## config.mk

```make
export PLATFORM = sky130hd
export DESIGN_NAME = serial_subtractor_flat
export DESIGN_NICKNAME = d
export VERILOG_FILES = /design/src/rtl/serial_arith_pkg.sv /design/src/rtl/serial_subtractor_if.sv /design/src/rtl/full_subtractor.sv /design/src/rtl/serial_subtractor.sv /design/src/flat_wrapper.sv
export SDC_FILE = /design/constraint.sdc
export NUM_CORES = 1
export LEC_CHECK = 0
export CAP_MARGIN = 20
export CORE_ASPECT_RATIO = 1.2
export CORE_MARGIN = 8
export CORE_UTILIZATION = 56
export CTS_CLUSTER_DIAMETER = 80
export DETAILED_ROUTE_END_ITERATION = 10
export PLACE_DENSITY = 0.83
export SLEW_MARGIN = 10
export SYNTH_ARGS = -nofsm -noshare
export SYNTH_HDL_FRONTEND = slang
export SYNTH_SLANG_ARGS = --single-unit
```

## constraint.sdc

```tcl
create_clock -name clk -period 3.17 [get_ports clk]
set_clock_uncertainty 0.15 [all_clocks]
set_input_delay 0.634 -clock clk [delete_from_list [all_inputs] [get_ports clk]]
set_output_delay 0.634 -clock clk [all_outputs]
set_load 0.02 [all_outputs]
```

## src/rtl/serial_arith_pkg.sv

```systemverilog
// Shared definitions for the bit-serial arithmetic blocks.
package serial_arith_pkg;

    localparam int DEF_WIDTH = 5;

    typedef enum logic [1:0] {
        ST_IDLE = 2'b00,
        ST_RUN  = 2'b01,
        ST_DONE = 2'b10
    } state_t;

endpackage

```

## src/rtl/serial_subtractor_if.sv

```systemverilog
// Start/busy/done handshake and operand/result bus of the serial subtractor.
interface serial_subtractor_if #(
    parameter int WIDTH = serial_arith_pkg::DEF_WIDTH
);
    logic             start;
    logic [WIDTH-1:0] x;
    logic [WIDTH-1:0] y;
    logic             busy;
    logic             done;
    logic [WIDTH-1:0] z;
    logic             borrow;

    modport master (
        output start, x, y,
        input  busy, done, z, borrow
    );

    modport slave (
        input  start, x, y,
        output busy, done, z, borrow
    );
endinterface

```

## src/rtl/full_subtractor.sv

```systemverilog
// One-bit full subtractor: d = a - b - bin, with the borrow going out.
module full_subtractor (
    input  logic a,
    input  logic b,
    input  logic bin,
    output logic d,
    output logic bout
);
    // Borrow when b exceeds a, or when they match and a borrow arrives.
    assign d    = a ^ b ^ bin;
    assign bout = (~a & b) | (~(a ^ b) & bin);
endmodule

```

## src/rtl/serial_subtractor.sv

```systemverilog
// Bit-serial unsigned subtractor z = x - y, LSB first, one bit per clock.
module serial_subtractor
    import serial_arith_pkg::*;
#(
    parameter int WIDTH = DEF_WIDTH,
    parameter int CW    = 3
) (
    input  logic                clk,
    input  logic                rst,
    serial_subtractor_if.slave  bus
);
    state_t           state;
    logic [WIDTH-1:0] a_sr;
    logic [WIDTH-1:0] b_sr;
    logic [WIDTH-1:0] res_sr;
    logic [CW-1:0]    cnt;
    logic             bin;
    logic             busy_q;
    logic             done_q;
    logic [WIDTH-1:0] z_q;
    logic             borrow_q;

    logic             d;
    logic             bout;
    logic [WIDTH-1:0] res_next;

    // The single bit slice reused every RUN cycle.
    full_subtractor u_fs (
        .a    (a_sr[0]),
        .b    (b_sr[0]),
        .bin  (bin),
        .d    (d),
        .bout (bout)
    );

    // Difference bits enter at the MSB so bit 0 lands in place after WIDTH shifts.
    assign res_next = {d, res_sr[WIDTH-1:1]};

    // Handshake FSM plus serial datapath; results only update on the final bit.
    always_ff @(posedge clk or posedge rst) begin
        if (rst) begin
            state    <= ST_IDLE;
            a_sr     <= '0;
            b_sr     <= '0;
            res_sr   <= '0;
            cnt      <= '0;
            bin      <= 1'b0;
            busy_q   <= 1'b0;
            done_q   <= 1'b0;
            z_q      <= '0;
            borrow_q <= 1'b0;
        end else begin
            case (state)
                ST_IDLE: begin
                    if (bus.start) begin
                        a_sr   <= bus.x;
                        b_sr   <= bus.y;
                        res_sr <= '0;
                        bin    <= 1'b0;
                        cnt    <= '0;
                        busy_q <= 1'b1;
                        state  <= ST_RUN;
                    end
                end
                ST_RUN: begin
                    a_sr   <= a_sr >> 1;
                    b_sr   <= b_sr >> 1;
                    res_sr <= res_next;
                    bin    <= bout;
                    cnt    <= cnt + CW'(1);
                    if (cnt == CW'(WIDTH-1)) begin
                        z_q      <= res_next;
                        borrow_q <= bout;
                        done_q   <= 1'b1;
                        state    <= ST_DONE;
                    end
                end
                ST_DONE: begin
                    done_q <= 1'b0;
                    busy_q <= 1'b0;
                    state  <= ST_IDLE;
                end
                default: begin
                    done_q <= 1'b0;
                    busy_q <= 1'b0;
                    state  <= ST_IDLE;
                end
            endcase
        end
    end

    assign bus.busy   = busy_q;
    assign bus.done   = done_q;
    assign bus.z      = z_q;
    assign bus.borrow = borrow_q;
endmodule

```

## src/flat_wrapper.sv

```systemverilog
// flat-port wrapper written by rule: the top's interface ports become plain ports
module serial_subtractor_flat import serial_arith_pkg::*;
#(
    parameter int WIDTH = DEF_WIDTH,
    parameter int CW    = 3
)
  (clk, rst, bus_start, bus_x, bus_y, bus_busy, bus_done, bus_z, bus_borrow);
  serial_subtractor_if #(.WIDTH(WIDTH)) bus_i ();
  input  logic clk;
  input  logic rst;
  input wire logic [$bits(bus_i.start)-1:0] bus_start;
  input wire logic [$bits(bus_i.x)-1:0] bus_x;
  input wire logic [$bits(bus_i.y)-1:0] bus_y;
  output wire logic [$bits(bus_i.busy)-1:0] bus_busy;
  output wire logic [$bits(bus_i.done)-1:0] bus_done;
  output wire logic [$bits(bus_i.z)-1:0] bus_z;
  output wire logic [$bits(bus_i.borrow)-1:0] bus_borrow;
  assign bus_i.start = bus_start;
  assign bus_i.x = bus_x;
  assign bus_i.y = bus_y;
  assign bus_busy = bus_i.busy;
  assign bus_done = bus_i.done;
  assign bus_z = bus_i.z;
  assign bus_borrow = bus_i.borrow;
  serial_subtractor #(.WIDTH(WIDTH), .CW(CW)) u_core (.clk(clk), .rst(rst), .bus(bus_i));
endmodule
```

Word level (Yosys, flattened, before mapping)
Cells that the tools add are included.
- bits in registers: 29
- output and inout port bits: 8
- logic and storage cells: 48
- $add $sub $neg: 1
- eq/ne operators: 4
- mux-type cells: 17
- bitwise operators: 9
- reduce and logical (&&, ||, !) cells: 7
- operators by type and width (cell ; number):
    $pmux 5 s2 ; 3
    $mux 5 ; 3
    $reduce_and 2->1 ; 5
    $pmux 1 s2 ; 3
    $pmux 3 s2 ; 1
    $mux 2 ; 2
    $not 1->1 ; 4
    $pmux 2 s2 ; 1
    $add 3x1->3 const B ; 1
    $eq 3x3->1 const B ; 1
    $mux 1 ; 3
    $mux 3 ; 1
    $and 1x1->1 ; 2
    $eq 2x1->1 const B ; 1
    $logic_not 2->1 ; 1
    $ne 2x1->1 const B ; 1
    $ne 2x2->1 const B ; 1
    $reduce_bool 2->1 ; 1
    $xor 1x1->1 ; 2
    $or 1x1->1 ; 1

Logic depth before layout (Yosys ltp)
- depth in word-level cells: 5
- gate-level depth with buffers: 4
- gate-level depth less buffers: 4

Hierarchy
Synthesis repeated with hierarchy kept, for this count alone.
- cells, all modules: 106
- area, all modules: 1283.7 sq um
- by module, submodules not included (module ; instances ; cells an instance ; area each (sq um) ; sequential area each (sq um)):
    serial_subtractor ; 1 ; 102 ; 1252.5 ; 700.7
    full_subtractor ; 1 ; 4 ; 31.3 ; 0.0

Least setup slack after synthesis
No wires, ideal clock.
- path type: register to register
- start: reg u_core.cnt[0]
- end: reg u_core.z_q[3], in the netlist u_core.bus.z[3]
- setup time: 0.125 ns
- arrival: 1.118 ns
- data required time: 2.895 ns
- setup slack: 1.777 ns
- stages on the path, launching flop included: 5
- buffers on the path: 0
- path through: dfrtp_1 -> inv_1 -> ha_1 -> nand4b_4 -> mux2_4
- word-level cells in the longest chain between the ends: 2
- ends and longest elaborated chain (element ; RTL line ; source):
    start, declared ; serial_subtractor.sv:16 ; logic [CW-1:0] cnt;
    start signal, assigned ; serial_subtractor.sv:70 ; cnt <= cnt + CW'(1);
    $eq 3x3->1 ; serial_subtractor.sv:71 ; if (cnt == CW'(WIDTH-1)) begin
    $reduce_and 2->1 (no line) ; -- ;
    end signal, assigned ; serial_subtractor.sv:72 ; z_q <= res_next;
    end, declared ; serial_subtractor.sv:20 ; logic [WIDTH-1:0] z_q;
No other way between the ends.
A chain may end at the register's enable or synchronous reset.

Worst setup path in the final report
- start: reg u_core.z_q[2], in the netlist u_core.bus.z[2]
- end: out bus_z[2]
- RTL lines (element ; RTL line ; source):
    end, declared ; flat_wrapper.sv:16 ; output wire logic [$bits(bus_i.z)-1:0] bus_z;
No word-level cell between the ends.

==> metrics.yaml <==
grt_use_met3: 0.0427
setup_viol: 0
wire_per_inst_um: 16.5
cap_viol_max_count: 0
grt_start_max_net_pins: 26
status: "completed"
finalWirelength_um: 2530
vias_per_cell: 5.57
hold_viol: 0
ys.flop_type: "dfrtp_1"
syn_inst: 104
die_area_um2: 4180
slew_headroom: 0.479
clock_latency_ns: 0.33
yosys_warnings: 0
synth_seq_cells: 28
io_pins: 21
cp.required_ns: 2.39
synth_edf_count: 0
first_pass_iters: 4
leakage_nw: 0.713
cts_root_buf: "clkbuf_4"
cts_tree: "yes"
rows: 19
worst-path-buf-inv: 1
crit_path_top_delay_cell: "clkdlybuf4s50_1"
place_ws_ns: 0.975
drt-initial-drc-count: 41
fin_crit_ns: 2.10
tightest_slew_ns: 0.782
peakVddDrop_mv: 0.585
antenna_cells: 0
cp.arrival_ns: 1.32
powerDensity_nw_per_um2: 963
dp_hpwl_um: 1760
netlist_area_um2: 1320
finalSetupTns_ns: 0
rsz0062_at_grt: "false"
grt_most_used_layer: "met2"
grt_use_met2: 0.204
synth.avg_cell_area_um2: 12.7
finalMaxSlewViolations: 0
clk_path_buf_depth: 2
ant_nets: 0
chipHeight_um: 69.2
critPathKind: "flip-flop to output port"
drc_errors: 0
grt.total_usage: 0.137
fp.dieW_um: 60.4
htreeDepth: 1
use_met1: 0.175
vias: 852
postCtsSetupBuffers: 0
fin_nets: 139
synthDistinctLibCells: 25
ctsHoldBuffers: 0
synth_nets: 120
gr-total-overflow: 0
async_reset_ff_frac: 1.00
portBuffers: 20
design.core.area_um2: 2260
ctsResizeCount: 0
gp_congestion: 0.761
cts.sinks: 28
path_delay_family: "buffers and inverters"
yosysSeqAreaShare: 0.530
grt_pass1_vias: 940
drive_above_1_share: 0.148
path_cells: "clkdlybuf4s50_1"
fin_ws_ns: 1.07
fin_crit_sh: 0.664
cts_buffers: 3
critPathLaunchType: "flip-flop"
nFillCells: 182
area_growth_pct: 17.2
worstSetupEndpointType: "output port"
grt_pass1_wl_um: 4460
worstHoldPathType: "flip-flop to flip-flop"
max_freq_mhz: 475
critical_path.max_stage_delay_ns: 0.61
critPathMaxFanout: 2
clk_pin_slew_ns: 0.16
antenna_found_initial: 0
start_util: 0.586
==> stage by stage <==
step,cell area (um^2),utilization,hold WS (ns),power [mW],std cells
2_1_floorplan,1320,-,0.312,1.14,104
3_3_place_gp,1510,0.670,0.331,1.30,149
3_5_place_dp,1510,0.670,0.333,1.33,149
4_1_cts,1550,0.686,0.370,1.51,153
5_1_grt,1550,0.686,0.394,1.62,153
6_report,1550,0.686,0.364,1.49,153
==> routing by layer <==
metal  part of all wire  wire [um]  vias to the layer above
li1                   -          -                      403
met1               0.44       1120                      426
met2               0.49       1230                       19
met3              0.058        146                        4
met4              0.013         34                        0
met5                  0          0                        -
==> synth_stat cells (2+ instances only) <==
master,number,area [um^2]
a211oi_1,8,60.1
mux2_2,6,67.6
a31oi_1,2,12.5
buf_6,3,33.8
dfrtp_1,28,701
buf_2,2,10.0
ha_1,2,25.0
nor3b_1,8,60.1
nor4b_1,8,70.1
inv_1,15,56.3
a22o_1,8,70.1
==> layout by cell type, fill, tap and decap left out, drive strengths merged, types with 2 or more instances in the layout <==
master and n:
ha 2, a31oi 2, mux2 7, nor4b 8
dfrtp 28, clkbuf 4, inv 15, nor3b 9
a211oi 8, clkdlybuf4s50 20, a22o 8
==> final timing paths <==
path                                      start               end  slack (ns)  depth (start not counted)
worst max-delay path            u_core.bus.z[2]          bus_z[2]        1.07                          1
worst min-delay path            u_core.bus.done   u_core.bus.done        0.36                          2
worst max register to register  u_core.state[0]     u_core.cnt[2]        1.36                          2
worst min register to register  u_core.bus.done   u_core.bus.done        0.36                          2
max in group asynchronous                   rst  u_core.res_sr[2]        1.74                          3
min in group asynchronous                   rst   u_core.bus.z[2]        0.50                          2
==> cells by family after synthesis <==
logic type               share of synthesized area
AO/OA/AOI/OAI                                0.133
buffers and inverters                       0.0842
multiplexers                                0.0624
adder cells (fa/ha/maj)                     0.0341
AND/OR/NAND/NOR                              0.156
flip-flops                                   0.530
==> final cells by class <==
class | instances | area (um^2) | share of cell area
flip-flops and latches | 28 | 701 | 0.452
multi-input cells | 54 | 510 | 0.329
repair buffers | 21 | 208 | 0.134
inverters | 15 | 56.3 | 0.0363
well taps | 31 | 38.8 | 0.0250
clock buffers | 4 | 36.3 | 0.0234
==> flip-flops by register name (all words and copies together) (netlist names) <==
name,count
u_core.cnt,3
u_core.bus.z,5
u_core.b_sr,5
u_core.res_sr,4
u_core.bus.done,1
u_core.state,2
u_core.a_sr,5
u_core.bus.borrow,1
u_core.bin,1
u_core.bus.busy,1
==> report_power, final <==
part           switching, mW  internal, mW
sequential             0.152         0.519
clock                  0.104        0.0703
combinational          0.294         0.353
No activity file was read; power rests on OpenSTA's default activity.
==> variant 1: new RTL, same flow settings <==
Re-encode `state_t` (3 states) as one-hot, 3 bits wide.
--- a/src/rtl/serial_arith_pkg.sv
+++ b/src/rtl/serial_arith_pkg.sv
@@ -4,8 +4,8 @@
     localparam int DEF_WIDTH = 5;
 
-    typedef enum logic [1:0] {
-        ST_IDLE = 2'b00,
-        ST_RUN  = 2'b01,
-        ST_DONE = 2'b10
+    typedef enum logic [2:0] {
+        ST_IDLE = 3'b001,
+        ST_RUN  = 3'b010,
+        ST_DONE = 3'b100
     } state_t;
 
Behaviour: same outputs for any inputs over 10 cycles, from zero or initial values and one cycle with rst high; not proved beyond that.
==> variant 1 against the original RTL <==
Area after synthesis shrank 8.4%. Via count down 3.8%. Final area fell by 3.7%. Final cell count is 0.65% higher. Routed wire length down 11%. Utilization grew 4.2 points. Power down 18%. Hold slack worse by 0.013 ns. Non-clock buffer count unchanged. Combinational power fell by 37%. Sequential cell count grew 1. Worst setup slack improved by 0.024 ns. Sequential share of layout area up 3.5 points. Critical endpoint is now bus_busy. Largest power group unchanged.
==> variant 1: results <==
global_route:
  grt_pass1_vias: 872
  grt_antenna_before_repair: 0
  grt.met3_usage: 0.0829
  grt_max_degree: 30
  grt_use_total: 0.134
  grtUsageMet1: 0.136
  grt_pass1_wl_um: 3750
  use_met2: 0.202
synthesis:
  synth_xor_area_frac: 0.00723
  seq_area_frac_synth: 0.600
  yosys-top-cells-count: "dfrtp_1, inv_1, a21oi_1"
  synthAdderAreaFrac: 0.0372
  synthMuxAreaShare: 0.0465
  synth_compound_area_frac: 0.170
  syn_nets: 116
  synthTopCellsByArea: "dfrtp_1, a22o_1, mux2_2"
timing:
  worst-slew-pin-transition_ns: 0.621
  fin_crit_sh: 0.656
  whs_ns: 0.352
power_and_ir_drop:
  p_int_mw: 0.788
  leakage_nw: 0.679
place:
  dp_slack_ns: 0.818
  gp_congestion: 0.747
setup_path:
  r2r-end: "u_core.bus.z[0]$_DFFE_PP0P_"
  r2r-start: "u_core.state[2]$_DFFE_PP0P_"
  endpoint: "bus_busy"
  worstPathArrival_ns: 1.30
status:
  outcome: "finished, final reports clean"
route:
  post_drt_wl_per_cell_um: 14.6
  drt_iter0_drc: 14
worst_hold_path:
  min_to: "u_core.bin$_DFFE_PP0P_"
  hold_path.startpoint: "u_core.bin$_DFFE_PP0P_"
clocking:
  clk_pin_slew_ns: 0.09
## variant 1: changes by cell type after synthesis, sizes merged, moves of 2 or more
cell    unedited run  this run
nand3b             0         2
nor4b              8         0
a21oi              1        11
o21ai              0         3
mux2               7         5
buf                6         4
o22ai              0         8
a211oi             8         0
nand2              0         2
a31oi              2         0
nor3b              9         1
## variant 1: cell type report
type	count	area, um2	share of cell area
sequential	29	727	0.487
multi-input combinational	53	413	0.277
timing repair buffer	21	208	0.139
clock buffer	7	55.1	0.0369
inverter	14	52.6	0.0352
tap	30	37.5	0.0251
## variant 1: stage by stage
stage          area (um2)  power [mW]  cells
2_1_floorplan        1210       0.877    100
3_3_place_gp         1440       0.974    147
3_5_place_dp         1440        1.00    147
4_1_cts              1490        1.23    154
5_1_grt              1490        1.31    154
6_report             1490        1.22    154
## variant 1: per-layer routing
layer	vias up	part of all wire	routed length [um]
met5	-	0	0
met4	0	0.027	61
met3	5	0.064	144
met2	23	0.46	1050
met1	394	0.44	1000
li1	398	-	-
==> variant 2: new RTL, same settings <==
Made on the original files. `CW` is set to 3 in 2 places; all go to 2.
--- a/src/rtl/serial_subtractor.sv
+++ b/src/rtl/serial_subtractor.sv
@@ -4,5 +4,5 @@
 #(
     parameter int WIDTH = DEF_WIDTH,
-    parameter int CW    = 3
+    parameter int CW    = 2
 ) (
     input  logic                clk,
--- a/src/flat_wrapper.sv
+++ b/src/flat_wrapper.sv
@@ -3,5 +3,5 @@
 #(
     parameter int WIDTH = DEF_WIDTH,
-    parameter int CW    = 3
+    parameter int CW    = 2
 )
   (clk, rst, bus_start, bus_x, bus_y, bus_busy, bus_done, bus_z, bus_borrow);
Function: changed (a bounded check fails within 4 cycles, from zero or initial values and one cycle with rst high).
==> variant 2 against the original RTL <==
Critical path type unchanged. Area after synthesis down 8.6%. Sequential cell count shrank 1. Synthesized cell count fell by 5.8%. Hold slack better by 0.0055 ns. Power is 8.2% lower. Routed wire length decreased by 10%. Worst setup slack improved by 0.012 ns. Fmax up 0.56%. Highest routed layer is now met3. Final area shrank 7.4%. Critical endpoint is now bus_done. Count of clock-buffer cells in the layout is 1 lower. Utilization grew 1.4 points.
==> variant 2: results <==
global_route:
  grt_pass1_vias: 853
  grt_pass1_wl_um: 3860
  grt_use_total: 0.124
  grt_max_degree: 28
route:
  top_layer: "met3"
  wl_met1_um: 993
  routed_wl_um: 2270
  dr.pass1.iters: 4
  wl_met2_um: 1200
  drt_iter0_drc: 20
  viasPerCell: 5.47
  dr_wl_met3_um: 73
clocking:
  worstSkewPairLatency_ns: 0.31
  clock-root-buffer: "clkbuf_4"
  cts_made_buffers: 3
  clk_pin_slew_ns: 0.14
  cts_buffer_depth: 2
  cts.repair.resized: 0
  cts-htree-levels: 1
synthesis:
  synth_xor_area_frac: 0
  ys_warn_count: 0
  ys_ff_latch: 27
  syn_nets: 113
  ys_async_sr_fraction: 1.00
  ys_types: 20
  synthMuxAreaShare: 0.0652
  yosys-top-cells-count: "dfrtp_1, inv_1, a22o_1, nor4b_1, mux2_2"
  synth_compound_area_frac: 0.136
  synthAdderAreaFrac: 0.0269
  yosysMostFrequentCell: "dfrtp_1"
  seq_area_frac_synth: 0.559
  synthTopCellsByArea: "dfrtp_1, mux2_2, a22o_1"
final_layout:
  fin_nets: 132
  drive_gt1_frac: 0.129
  fillers: 158
floorplan:
  dieArea_um2: 3910
  core-area_um2: 2050
worst_hold_path:
  hold_path.class: "register to register"
status:
  outcome: "finished, final reports clean"
place:
  numPortBuffers: 20
  dp_hpwl_um: 1680
  place_area_um2: 1410
  gp_congestion: 0.740
setup_path:
  path_max_fanout: 2
  cpLargestDelayFamily: "buffers and inverters"
  crit_slowest_cell: "clkdlybuf4s50_1"
  worstPathArrival_ns: 1.31
power_and_ir_drop:
  leakage_nw: 0.668
  vdd_ir_drop_max_uv: 680
timing:
  worst-slew-pin-transition_ns: 0.675
-- variant 2: final timing paths --
path                       slack (ns)                           end  depth (start not counted)                   startpoint
setup / recovery                 1.08                      bus_done                          1  u_core.bus.done$_DFFE_PP0P_
hold / removal                   0.37     u_core.cnt[1]$_DFFE_PP0P_                          1    u_core.cnt[1]$_DFFE_PP0P_
setup reg to reg                 1.31    u_core.b_sr[1]$_DFFE_PP0P_                          2  u_core.state[0]$_DFFE_PP0P_
hold reg to reg                  0.37     u_core.cnt[1]$_DFFE_PP0P_                          1    u_core.cnt[1]$_DFFE_PP0P_
max in group asynchronous        2.12  u_core.res_sr[1]$_DFFE_PP0P_                          3                          rst
min in group asynchronous        0.50   u_core.bus.done$_DFFE_PP0P_                          3                          rst
-- variant 2: layer usage --
| layer | global-route usage | vias up |
|---|---|---|
| met2 | 0.221 | 19 |
| li1 | - | 380 |
| met4 | 0.0276 | 0 |
| met5 | 0 | - |
| met1 | 0.152 | 399 |
| met3 | 0.0212 | 0 |
-- variant 2: where the power goes --
part           switching, mW  internal (mW)  leakage, nW  total (mW)
logic                  0.279          0.303        0.316       0.582
clock network         0.0988         0.0472       0.0177       0.146
registers              0.147          0.495        0.334       0.642
total                  0.525          0.845        0.668        1.37
-- variant 2: final cells by class --
cell class	count	area share
clock buffers	3	0.0157
clock inverters	1	0.00349
inverters	15	0.0392
multi-input cells	49	0.300
flip-flops and latches	27	0.471
well taps	30	0.0262
repair buffers	21	0.145
-- variant 2: metrics by stage --
step	utilization	instances	worst slack, ns	hold slack, ns	total power [mW]
after floorplan	-	98	1.77	0.312	1.08
final	0.700	146	1.08	0.370	1.37
after detailed placement	0.687	142	0.840	0.337	1.24
after global placement	0.687	142	0.900	0.336	1.20
after CTS	0.700	146	1.05	0.372	1.38
after global routing	0.700	146	1.02	0.382	1.47
